--- src/rtl/snitch_acc_pkg.sv ---
// Shared types for the accelerator offload interface: request/response payloads and register index helpers.
package snitch_acc_pkg;

  localparam int unsigned NumRegs     = 32;
  localparam int unsigned RegIdxWidth = 5;
  localparam int unsigned NumSrcRegs  = 3;

  typedef logic [RegIdxWidth-1:0] reg_idx_t;

  typedef struct packed {
    logic [31:0] addr;
    reg_idx_t    id;
    logic [31:0] data_op;
    logic [31:0] data_arga;
    logic [31:0] data_argb;
    logic [31:0] data_argc;
  } acc_req_t;

  typedef struct packed {
    logic [31:0] data;
    reg_idx_t    id;
    logic        error;
  } acc_rsp_t;

  function automatic logic [NumRegs-1:0] reg_mask(input reg_idx_t idx);
    return {{(NumRegs-1){1'b0}}, 1'b1} << idx;
  endfunction

endpackage

--- src/rtl/snitch_acc_scoreboard.sv ---
// Pending-destination scoreboard with source hazard lookup and an outstanding-request counter.
// Lookups read only the registered vector, so a register retiring this cycle still reads as pending.
module snitch_acc_scoreboard
  import snitch_acc_pkg::*;
#(
  parameter int unsigned MaxOutstanding = 4
) (
  input  logic                              clk_i,
  input  logic                              rst_ni,
  input  logic                              set,
  input  reg_idx_t                          set_idx,
  input  logic                              clr,
  input  reg_idx_t                          clr_idx,
  input  logic [NumSrcRegs*RegIdxWidth-1:0] rs,
  input  logic [NumSrcRegs-1:0]             rs_use,
  input  logic                              chk_vld,
  input  reg_idx_t                          chk_idx,
  output logic                              chk_busy,
  output logic                              clr_hit,
  output logic                              hazard,
  output logic                              full
);

  localparam int unsigned CntWidth = $clog2(MaxOutstanding + 1);

  logic [NumRegs-1:0]  sb_q;
  logic [NumRegs-1:0]  sb_d;
  logic [CntWidth-1:0] cnt_q;
  logic                cnt_inc;
  logic                cnt_dec;

  assign chk_busy = sb_q[chk_idx];
  assign clr_hit  = sb_q[clr_idx];
  assign full     = (cnt_q >= CntWidth'(MaxOutstanding));

  // x0 never creates a hazard even though its bit is tracked like any other.
  always_comb begin
    hazard = chk_vld & sb_q[chk_idx] & (chk_idx != '0);
    for (int i = 0; i < NumSrcRegs; i++) begin
      if (rs_use[i] && (rs[i*RegIdxWidth +: RegIdxWidth] != '0) &&
          sb_q[rs[i*RegIdxWidth +: RegIdxWidth]]) begin
        hazard = 1'b1;
      end
    end
  end

  always_comb begin
    sb_d = sb_q;
    if (clr) sb_d = sb_d & ~reg_mask(clr_idx);
    if (set) sb_d = sb_d | reg_mask(set_idx);
  end

  // Spurious responses (bit already clear) leave the count alone.
  assign cnt_inc = set;
  assign cnt_dec = clr & clr_hit & (cnt_q != '0);

  always_ff @(posedge clk_i or negedge rst_ni) begin
    if (!rst_ni) begin
      sb_q  <= '0;
      cnt_q <= '0;
    end else begin
      sb_q <= sb_d;
      if (cnt_inc && !cnt_dec) begin
        cnt_q <= cnt_q + CntWidth'(1);
      end else if (cnt_dec && !cnt_inc) begin
        cnt_q <= cnt_q - CntWidth'(1);
      end
    end
  end

endmodule

--- src/rtl/snitch_acc_offload.sv ---
// Core-side accelerator offload initiator: registered q-stage (1-cycle issue), scoreboard, p-to-writeback pass-through.
// Optional perf counters are enabled with SNITCH_ACC_OFFLOAD_PERF_EN.
module snitch_acc_offload
  import snitch_acc_pkg::*;
#(
  parameter int unsigned IdWidth        = 5,
  parameter int unsigned MaxOutstanding = 4
) (
  input  logic               clk_i,
  input  logic               rst_ni,
  input  logic               off_valid_i,
  output logic               off_ready_o,
  input  logic [31:0]        off_instr_i,
  input  logic [31:0]        off_arga_i,
  input  logic [31:0]        off_argb_i,
  input  logic [31:0]        off_argc_i,
  input  logic [4:0]         off_rd_i,
  input  logic [14:0]        hz_rs_i,
  input  logic [2:0]         hz_use_i,
  output logic               hz_stall_o,
  output logic [31:0]        acc_qaddr_o,
  output logic [IdWidth-1:0] acc_qid_o,
  output logic [31:0]        acc_qdata_op_o,
  output logic [31:0]        acc_qdata_arga_o,
  output logic [31:0]        acc_qdata_argb_o,
  output logic [31:0]        acc_qdata_argc_o,
  output logic               acc_qvalid_o,
  input  logic               acc_qready_i,
  input  logic [31:0]        acc_pdata_i,
  input  logic [IdWidth-1:0] acc_pid_i,
  input  logic               acc_perror_i,
  input  logic               acc_pvalid_i,
  output logic               acc_pready_o,
  output logic               wb_valid_o,
  input  logic               wb_ready_i,
  output logic [4:0]         wb_rd_o,
  output logic [31:0]        wb_data_o,
  output logic               err_o
`ifdef SNITCH_ACC_OFFLOAD_PERF_EN
  ,
  output logic [31:0]        perf_issued_o,
  output logic [31:0]        perf_stall_o
`endif
);

  acc_req_t q_req;
  acc_req_t new_req;
  acc_rsp_t rsp;
  logic     q_vld;
  logic     can_load;
  logic     issue;
  logic     retire;
  logic     rd_busy;
  logic     rsp_known;
  logic     full;
  logic     pid_hi;

  assign new_req = '{
    addr:      32'h0,
    id:        off_rd_i,
    data_op:   off_instr_i,
    data_arga: off_arga_i,
    data_argb: off_argb_i,
    data_argc: off_argc_i
  };

  assign rsp = '{data: acc_pdata_i, id: acc_pid_i[RegIdxWidth-1:0], error: acc_perror_i};

  generate
    if (IdWidth > RegIdxWidth) begin : g_pid_hi
      assign pid_hi = |acc_pid_i[IdWidth-1:RegIdxWidth];
    end else begin : g_no_pid_hi
      assign pid_hi = 1'b0;
    end
  endgenerate

  assign can_load    = !q_vld | acc_qready_i;
  assign off_ready_o = can_load & !rd_busy & !full & !hz_stall_o;
  assign issue       = off_valid_i & off_ready_o;
  assign retire      = acc_pvalid_i & wb_ready_i;

  snitch_acc_scoreboard #(
    .MaxOutstanding (MaxOutstanding)
  ) i_scoreboard (
    .clk_i    (clk_i),
    .rst_ni   (rst_ni),
    .set      (issue),
    .set_idx  (off_rd_i),
    .clr      (retire),
    .clr_idx  (rsp.id),
    .rs       (hz_rs_i),
    .rs_use   (hz_use_i),
    .chk_vld  (off_valid_i),
    .chk_idx  (off_rd_i),
    .chk_busy (rd_busy),
    .clr_hit  (rsp_known),
    .hazard   (hz_stall_o),
    .full     (full)
  );

  // Payload only moves on a load, so it is stable while stalled on acc_qready_i.
  always_ff @(posedge clk_i or negedge rst_ni) begin
    if (!rst_ni) begin
      q_vld <= 1'b0;
      q_req <= '0;
    end else if (issue) begin
      q_vld <= 1'b1;
      q_req <= new_req;
    end else if (acc_qready_i) begin
      q_vld <= 1'b0;
    end
  end

  always_ff @(posedge clk_i or negedge rst_ni) begin
    if (!rst_ni) begin
      err_o <= 1'b0;
    end else if (retire && (rsp.error || !rsp_known || pid_hi)) begin
      err_o <= 1'b1;
    end
  end

  assign acc_qvalid_o     = q_vld;
  assign acc_qaddr_o      = q_req.addr;
  assign acc_qid_o        = IdWidth'(q_req.id);
  assign acc_qdata_op_o   = q_req.data_op;
  assign acc_qdata_arga_o = q_req.data_arga;
  assign acc_qdata_argb_o = q_req.data_argb;
  assign acc_qdata_argc_o = q_req.data_argc;

  assign wb_valid_o   = acc_pvalid_i;
  assign acc_pready_o = wb_ready_i;
  assign wb_rd_o      = rsp.id;
  assign wb_data_o    = rsp.data;

`ifdef SNITCH_ACC_OFFLOAD_PERF_EN
  always_ff @(posedge clk_i or negedge rst_ni) begin
    if (!rst_ni) begin
      perf_issued_o <= '0;
      perf_stall_o  <= '0;
    end else begin
      if (q_vld && acc_qready_i) perf_issued_o <= perf_issued_o + 32'd1;
      if (off_valid_i && !off_ready_o) perf_stall_o <= perf_stall_o + 32'd1;
    end
  end
`endif

endmodule

--- config.mk ---
export PLATFORM = sky130hd
export DESIGN_NAME = snitch_acc_offload
export DESIGN_NICKNAME = d
export VERILOG_FILES = /design/src/rtl/snitch_acc_pkg.sv /design/src/rtl/snitch_acc_scoreboard.sv /design/src/rtl/snitch_acc_offload.sv
export SDC_FILE = /design/constraint.sdc
export NUM_CORES = 1
export LEC_CHECK = 0
export ABC_AREA = 1
export CAP_MARGIN = 5
export CORE_MARGIN = 8
export CORE_UTILIZATION = 40
export CTS_BUF_LIST = sky130_fd_sc_hd__clkbuf_4 sky130_fd_sc_hd__clkbuf_8
export DETAILED_ROUTE_END_ITERATION = 8
export MAX_ROUTING_LAYER = met4
export PLACE_DENSITY = 0.77
export SYNTH_ARGS = -nofsm -noshare
export SYNTH_HDL_FRONTEND = slang
export SYNTH_HIERARCHICAL = 1
export SYNTH_SLANG_ARGS = --single-unit
--- constraint.sdc ---
create_clock -name clk_i -period 5.6 [get_ports clk_i]
set_clock_uncertainty 0.2 [all_clocks]
set_input_delay 1.12 -clock clk_i [delete_from_list [all_inputs] [get_ports clk_i]]
set_output_delay 1.12 -clock clk_i [all_outputs]
set_load 0.02 [all_outputs]
## Yosys cells after proc, flatten, opt, wreduce, memory -nomap -nowiden

Index checks and enable logic that the tools add are counted.

| word-level totals | value |
|---|---|
| latch bits | 0 |
| input bits | 195 |
| memory bits (read-only) | 0 |
| memory bits (writable) | 0 |
| flip-flop bits (word level) | 170 |
| output and inout bits | 208 |
| memories | 0 |
| logic and storage cells | 75 |

| operators by class | value |
|---|---|
| multiplexer cells | 19 |
| eq/ne operators | 0 |
| magnitude comparators | 6 |
| reduce and logical (&&, ||, !) cells | 24 |
| divide/modulo/power cells | 0 |
| $mul | 0 |
| bitwise logic cells | 13 |
| shifts and indexed selects | 2 |
| add/sub/neg operators | 2 |

Operators by type and width:

| cell | number |
|---|---|
| 32-bit two-way mux | 2 |
| 1-bit by 5-bit << shifter with 32-bit output (first input constant) | 2 |
| 32-bit bitwise AND | 1 |
| 32-bit NOT | 1 |
| 32-bit bitwise OR | 1 |
| 5-bit by 6-bit less-than comparator with 1-bit output (second input constant) | 5 |
| 1-bit binary-select mux with 5-bit select | 5 |
| 5-bit nonzero test | 4 |
| 1-bit two-way mux | 10 |
| 1-bit bitwise AND | 9 |
| 1-bit logical AND | 9 |
| 1-bit logical NOT | 7 |
| 3-bit two-way mux | 2 |
| 2-bit nonzero test | 2 |
| 3-bit by 1-bit adder with 3-bit output (second input constant) | 1 |
| 3-bit greater-or-equal comparator (second input constant) | 1 |
| 3-bit nonzero test | 1 |
| 3-bit by 1-bit subtractor with 3-bit output (second input constant) | 1 |
| 1-bit logical OR | 1 |
| 1-bit bitwise OR | 1 |

## Longest topological paths before layout

| logic depth | value |
|---|---|
| depth after elaboration | 14 |
| mapped depth | 22 |

## Hierarchy

The synthesis kept the hierarchy.

Modules (own cells, without submodules):

| module | instances | cells each | seq. area each (µm²) | area an instance (µm²) |
|---|---|---|---|---|
| snitch_acc_offload | 1 | 664 | 3378.2 | 5873.1 |
| snitch_acc_scoreboard | 1 | 577 | 875.8 | 3374.5 |

## Worst setup path before layout

Ideal clock, no wire load.

| path | value |
|---|---|
| kind | in2reg |
| start point | input port hz_rs_i[1] |
| end point | register i_scoreboard.cnt_q[2] |
| path slack | 1486 ps |
| library setup time | 124 ps |
| data required time | 5276 ps |
| stages on the path | 20 |
| arrival time | 3790 ps |
| cell sequence | buf_2 -> inv_1 -> nand3_1 -> nand3_1 -> nand2_1 -> nor2_1 -> nand2_1 -> nand3_1 -> nand4_1 -> inv_1 -> nand4_2 -> buf_4 -> buf_2 -> inv_1 -> ha_1 -> inv_1 -> fa_1 -> a21oi_1 -> o21ai_0 -> xnor2_1 |

| between the ends | value |
|---|---|
| longest elaborated chain between the ends | 12 |
| elaborated cells on any way between the ends | 16 |

RTL lines:

| element | RTL line | text |
|---|---|---|
| from (decl) | snitch_acc_offload.sv:18 | `input logic [14:0] hz_rs_i,` |
| 1-bit binary-select mux with 5-bit select / 5-bit nonzero test (equally long branches) | snitch_acc_scoreboard.sv:41, snitch_acc_scoreboard.sv:40 |  |
| 1-bit two-way mux (implied by the code) / 1-bit logical AND (equally long branches) | snitch_acc_scoreboard.sv:41, snitch_acc_scoreboard.sv:40 |  |
| 1-bit logical AND (*) | snitch_acc_scoreboard.sv:40 | `if (rs_use[i] && (rs[i*RegIdxWidth +: RegIdxWidth] != '0) &&` |
| 1-bit two-way mux (*) (3 in series) | snitch_acc_scoreboard.sv:40 |  |
| via hz_stall_o | snitch_acc_offload.sv:20 | `output logic hz_stall_o,` |
| 1-bit logical NOT (*) | snitch_acc_offload.sv:78 | `assign off_ready_o = can_load & !rd_busy & !full & !hz_stall_o;` |
| 1-bit bitwise AND (*) | snitch_acc_offload.sv:78 |  |
| 1-bit bitwise AND (*) | snitch_acc_offload.sv:79 | `assign issue = off_valid_i & off_ready_o;` |
| via issue | snitch_acc_offload.sv:51 | `logic issue;` |
| 1-bit logical NOT | snitch_acc_scoreboard.sv:65 | `end else if (cnt_dec && !cnt_inc) begin` |
| 1-bit logical AND | snitch_acc_scoreboard.sv:65 |  |
| 2-bit nonzero test (no source line) | n/a |  |
| to (signal assigned) | snitch_acc_scoreboard.sv:64 | `cnt_q <= cnt_q + CntWidth'(1);` |
| to (signal assigned) | snitch_acc_scoreboard.sv:66 | `cnt_q <= cnt_q - CntWidth'(1);` |
| to (decl) | snitch_acc_scoreboard.sv:28 | `logic [CntWidth-1:0] cnt_q;` |

Mark *: on every way through the listed nets, which the timed path passes. The rest lies on a longest branch. The select of a mux whose other input is x is not followed.
A chain may end at the register's enable or synchronous reset.

## Worst setup path after layout

| path | value |
|---|---|
| start point | input port off_rd_i[1] |
| end point | output port off_ready_o |

| between the ends | value |
|---|---|
| longest elaborated chain between the ends | 9 |
| elaborated cells on any way between the ends | 13 |

RTL lines:

| element | RTL line | text |
|---|---|---|
| from (decl) | snitch_acc_offload.sv:17 | `input logic [4:0] off_rd_i,` |
| 1-bit binary-select mux with 5-bit select (*) | snitch_acc_scoreboard.sv:32 | `assign chk_busy = sb_q[chk_idx];` |
| 1-bit two-way mux (implied by the code) (*) | snitch_acc_scoreboard.sv:32 |  |
| via rd_busy | snitch_acc_offload.sv:53 | `logic rd_busy;` |
| 1-bit bitwise AND (2 in series) | snitch_acc_scoreboard.sv:38 | `hazard = chk_vld & sb_q[chk_idx] & (chk_idx != '0);` |
| 1-bit two-way mux (3 in series) | snitch_acc_scoreboard.sv:40 |  |
| 1-bit logical NOT | snitch_acc_offload.sv:78 |  |
| 1-bit bitwise AND (*) | snitch_acc_offload.sv:78 |  |
| to (decl) | snitch_acc_offload.sv:12 | `output logic off_ready_o,` |

Marks and branches as above.

==> flow_summary_export.csv <==
group,metric,value,unit
status,status,"finished clean",
power_and_ir_drop,cellPowerDensity,472,nW/µm²
power_and_ir_drop,p_clk_share,16.2,%
setup_path,crit_type,"in -> out",
logic_synthesis,ys_types,39,
setup_path,cpMaxStageDelayCell,"clkdlybuf4s50_1",
place,pre_cts_ws,0.509,ns
flow_run,drv_cap,0,
power_and_ir_drop,p_leak,5.93,nW
clock_tree,post_cts_buffers,0,
power_and_ir_drop,switchingPower,0.00245,W
floorplanning,die_height,168,µm
global_route,grt-ovfl-total,0,
layout,final_cell_mix,"470 x nand2_1, 304 x clkdlybuf4s50_1, 243 x nand3_1",
drt,route.vias.total,9152,
power_and_ir_drop,ir_worst_vdd,0.000317,V
place,port_buffers,306,
logic_synthesis,synth_area,9250,µm²
min_path,hp-class,"reg -> reg",
place,place.gp.congestion,0.947,
drt,drcViolationCount,0,
layout,layout.nets,1666,
floorplanning,ioPinCount,403,
global_route,grt_pass1_vias,9137,
logic_synthesis,synthArstFlopShare,100,%
global_route,grt.total_usage,24.2,%
logic_synthesis,synth-edff-count,0,
layout,area_growth,34.4,%
setup_path,crit_buf_inv,3,
setup_path,crit_arrival,3.75,ns
logic_synthesis,yosysWarnings,6,
timing,timing.fmax,0.197,GHz
floorplanning,initial_core_util,40.8,%
logic_synthesis,synth_ff_type,"dfrtp_1",
power_and_ir_drop,sw_frac_of_total,41.9,%
setup_path,critPathCaptureType,"output pin",
setup_path,r2r_cells,15,
timing,tightest_slew,0.985,ns
clock_tree,clk_pin_slew,0.10,ns
timing,setup_tns,0,ns
layout,fill_cells,2098,
min_path,hold_start,"err_o",
setup_path,required,4.28,ns
clock_tree,cts_tree,"built",
setup_path,slowest_delay,0.70,ns
clock_tree,root_buffer,"clkbuf_8",
timing,period_share,90.6,%
timing,rsz0062_at_grt,"false",
min_path,holdPathStages,1,
global_route,grt_pass1_wl,52.3,mm
setup_path,cp_top_family,"buffers and inverters",
drt,ant_nets,0,
timing,hold_viol,0,
drt,routedWlPerCell,19.3,µm
logic_synthesis,synth-seq-cells,170,
logic_synthesis,synth_cells,1241,
clock_tree,cts_sinks,170,
setup_path,critPathMaxFanout,15,
clock_tree,cts_buffer_depth,2,
setup_path,timing.rr.start,"i_scoreboard/sb_q[5]",
setup_path,startpoint_type,"primary input",
logic_synthesis,syn_avg_cell_area,7.45,µm²
clock_tree,cts_resized,0,
layout,drive_above_1_share,4.45,%
global_route,grt_max_degree,135,
timing,worst_slack,0.527,ns
power_and_ir_drop,power_frac_seq,36.3,%
layout,ff_latch_area,4250,µm²
timing,setup_violations,0,
layout,final_common_cell,"nand2_1",
clock_tree,cts_made_buffers,17,
drt,detail_route.wirelength,34.1,mm
floorplanning,core,22600,µm²
drt,viasPerCell,5.18,
layout,multi_input_area,3940,µm²
timing,maxSlewViolCount,0,
clock_tree,clk_latency,0.45,ns
setup_path,r2r_end,"acc_qdata_argb_o[0]",
timing,max_slew_margin,34.4,%
floorplanning,dieArea,28200,µm²
power_and_ir_drop,internal_power,0.00341,W
clock_tree,hold_buffers,0,
drt,dr.pass1.iters,5,
logic_synthesis,yosysSeqAreaShare,46.0,%
global_route,antenna_found_initial,1,
timing,hold_ws,0.282,ns
setup_path,crit_chain,"clkdlybuf4s50_1, inv_2, nand3_1, nand3_1, nand2_1, nand2_1, nand3_1, and2_1, nor2_2, nand2_1, nor2_4, clkdlybuf4s50_1",
drt,drt-initial-drc-count,617,
floorplanning,die_x,168,µm
setup_path,reg2reg_slack,2.01,ns
power_and_ir_drop,p_comb_share,47.5,%
clock_tree,cts.htree.levels,4,
power_and_ir_drop,total_power,0.00586,W
timing,period_minus_slack,5.07,ns
floorplanning,rows,55,
min_path,whs_endpoint,"err_o",
place,hpwl,24.8,mm
==> Yosys cell counts, types with 2 or more instances <==
cell type / number / area share, %
nand2_1: 470 / 19
nand3_1: 243 / 13
dfrtp_1: 170 / 46
buf_4: 83 / 6.7
o21ai_0: 75 / 4.1
inv_1: 63 / 2.6
buf_2: 28 / 1.5
nor2_1: 24 / 0.97
clkbuf_1: 21 / 0.85
nor3_1: 8 / 0.43
buf_6: 6 / 0.73
nand4_1: 6 / 0.41
inv_2: 5 / 0.20
a21oi_1: 4 / 0.22
buf_1: 3 / 0.12
nor2_2: 3 / 0.20
o211ai_1: 3 / 0.24
and2_1: 2 / 0.14
nand2_2: 2 / 0.14
o21ai_1: 2 / 0.11
xnor2_1: 2 / 0.19
==> layout make-up <==
| type | count | share of cell area (%) |
|---|---|---|
| inverters | 69 | 2.10 |
| well taps | 285 | 2.87 |
| repair buffers | 319 | 25.6 |
| flip-flops and latches | 170 | 34.2 |
| diodes | 1 | 0.0201 |
| clock inverters | 13 | 1.42 |
| multi-input cells | 892 | 31.7 |
| clock buffers | 19 | 2.05 |
==> power by group through the flow <==
| stage | sequential, W | clock [W] | combinational [W] |
|---|---|---|---|
| 2_1_floorplan | 0.00265 | 0 | 0.000828 |
| 3_3_place_gp | 0.00211 | 0 | 0.00278 |
| 3_5_place_dp | 0.00212 | 0 | 0.00281 |
| 4_1_cts | 0.00212 | 0.000980 | 0.00282 |
| 5_1_grt | 0.00219 | 0.00103 | 0.00299 |
| 6_report | 0.00213 | 0.000950 | 0.00279 |
==> worst max-delay path by stage <==
| stage | from | to | slack [ns] | cells after the start |
|---|---|---|---|---|
| floorplan | hz_rs_i[1] | i_scoreboard/cnt_q[2] | 1.49 | 20 |
| global placement | off_rd_i[1] | off_ready_o | 0.55 | 13 |
| detailed placement | off_rd_i[1] | off_ready_o | 0.51 | 13 |
| CTS | off_rd_i[1] | off_ready_o | 0.51 | 13 |
| global route | off_rd_i[1] | off_ready_o | 0.32 | 13 |
| finish | off_rd_i[1] | off_ready_o | 0.53 | 12 |
==> sequential cells by signal, indices dropped and copies added (netlist names) <==
register and cells:
acc_qdata_arga_o 32, acc_qdata_argb_o 32, acc_qdata_argc_o 32, acc_qdata_op_o 32
i_scoreboard/sb_q 32, acc_qid_o 5, i_scoreboard/cnt_q 3, acc_qvalid_o 1
err_o 1
==> metal layers <==
metal / part of all wire, % / track usage [%] / wire (µm)
met5: 0 / - / 0
met4: 3.0 / 8.85 / 1010
met3: 10 / 7.30 / 3430
met1: 40 / 29.2 / 13600
met2: 47 / 37.8 / 16100
==> per-stage QoR <==
step | utilization (%) | instances | cell area, µm²
6_report | 54.9 | 1768 | 12400
5_1_grt | 54.9 | 1768 | 12400
4_1_cts | 54.9 | 1767 | 12400
3_5_place_dp | 53.0 | 1735 | 12000
3_3_place_gp | 53.0 | 1735 | 12000
2_1_floorplan | - | 1272 | 9360
==> worst register-to-register path, cell delays in order, from the launching register on <==
cell      delay [ns]
dfrtp_1         0.52
inv_1           0.10
nand2_1         0.05
nand3_1         0.07
a21boi_0        0.08
nor2_1          0.19
nand2_1         0.07
nand3_1         0.12
nand4_1         0.15
inv_1           0.15
nand2_1         0.10
nor2_4          0.11
buf_4           0.39
buf_4           0.85
nand3_1         0.26
nand2_1         0.11
==> cells by family (layout without fill, tap and decap cells) <==
group           count (synthesis)  count (layout)  share of synthesized area (%)
simple gates                  762             762                           34.9
compound gates                 93              93                           5.59
fa+ha+maj                       2               2                          0.352
other cells                     1              33                         0.0406
xor+xnor                        2               2                          0.189
flops                         170             170                           46.0
mux                             1               1                          0.122
buf+inv                       210             420                           12.8
No activity file was read; power rests on OpenSTA's default activity.
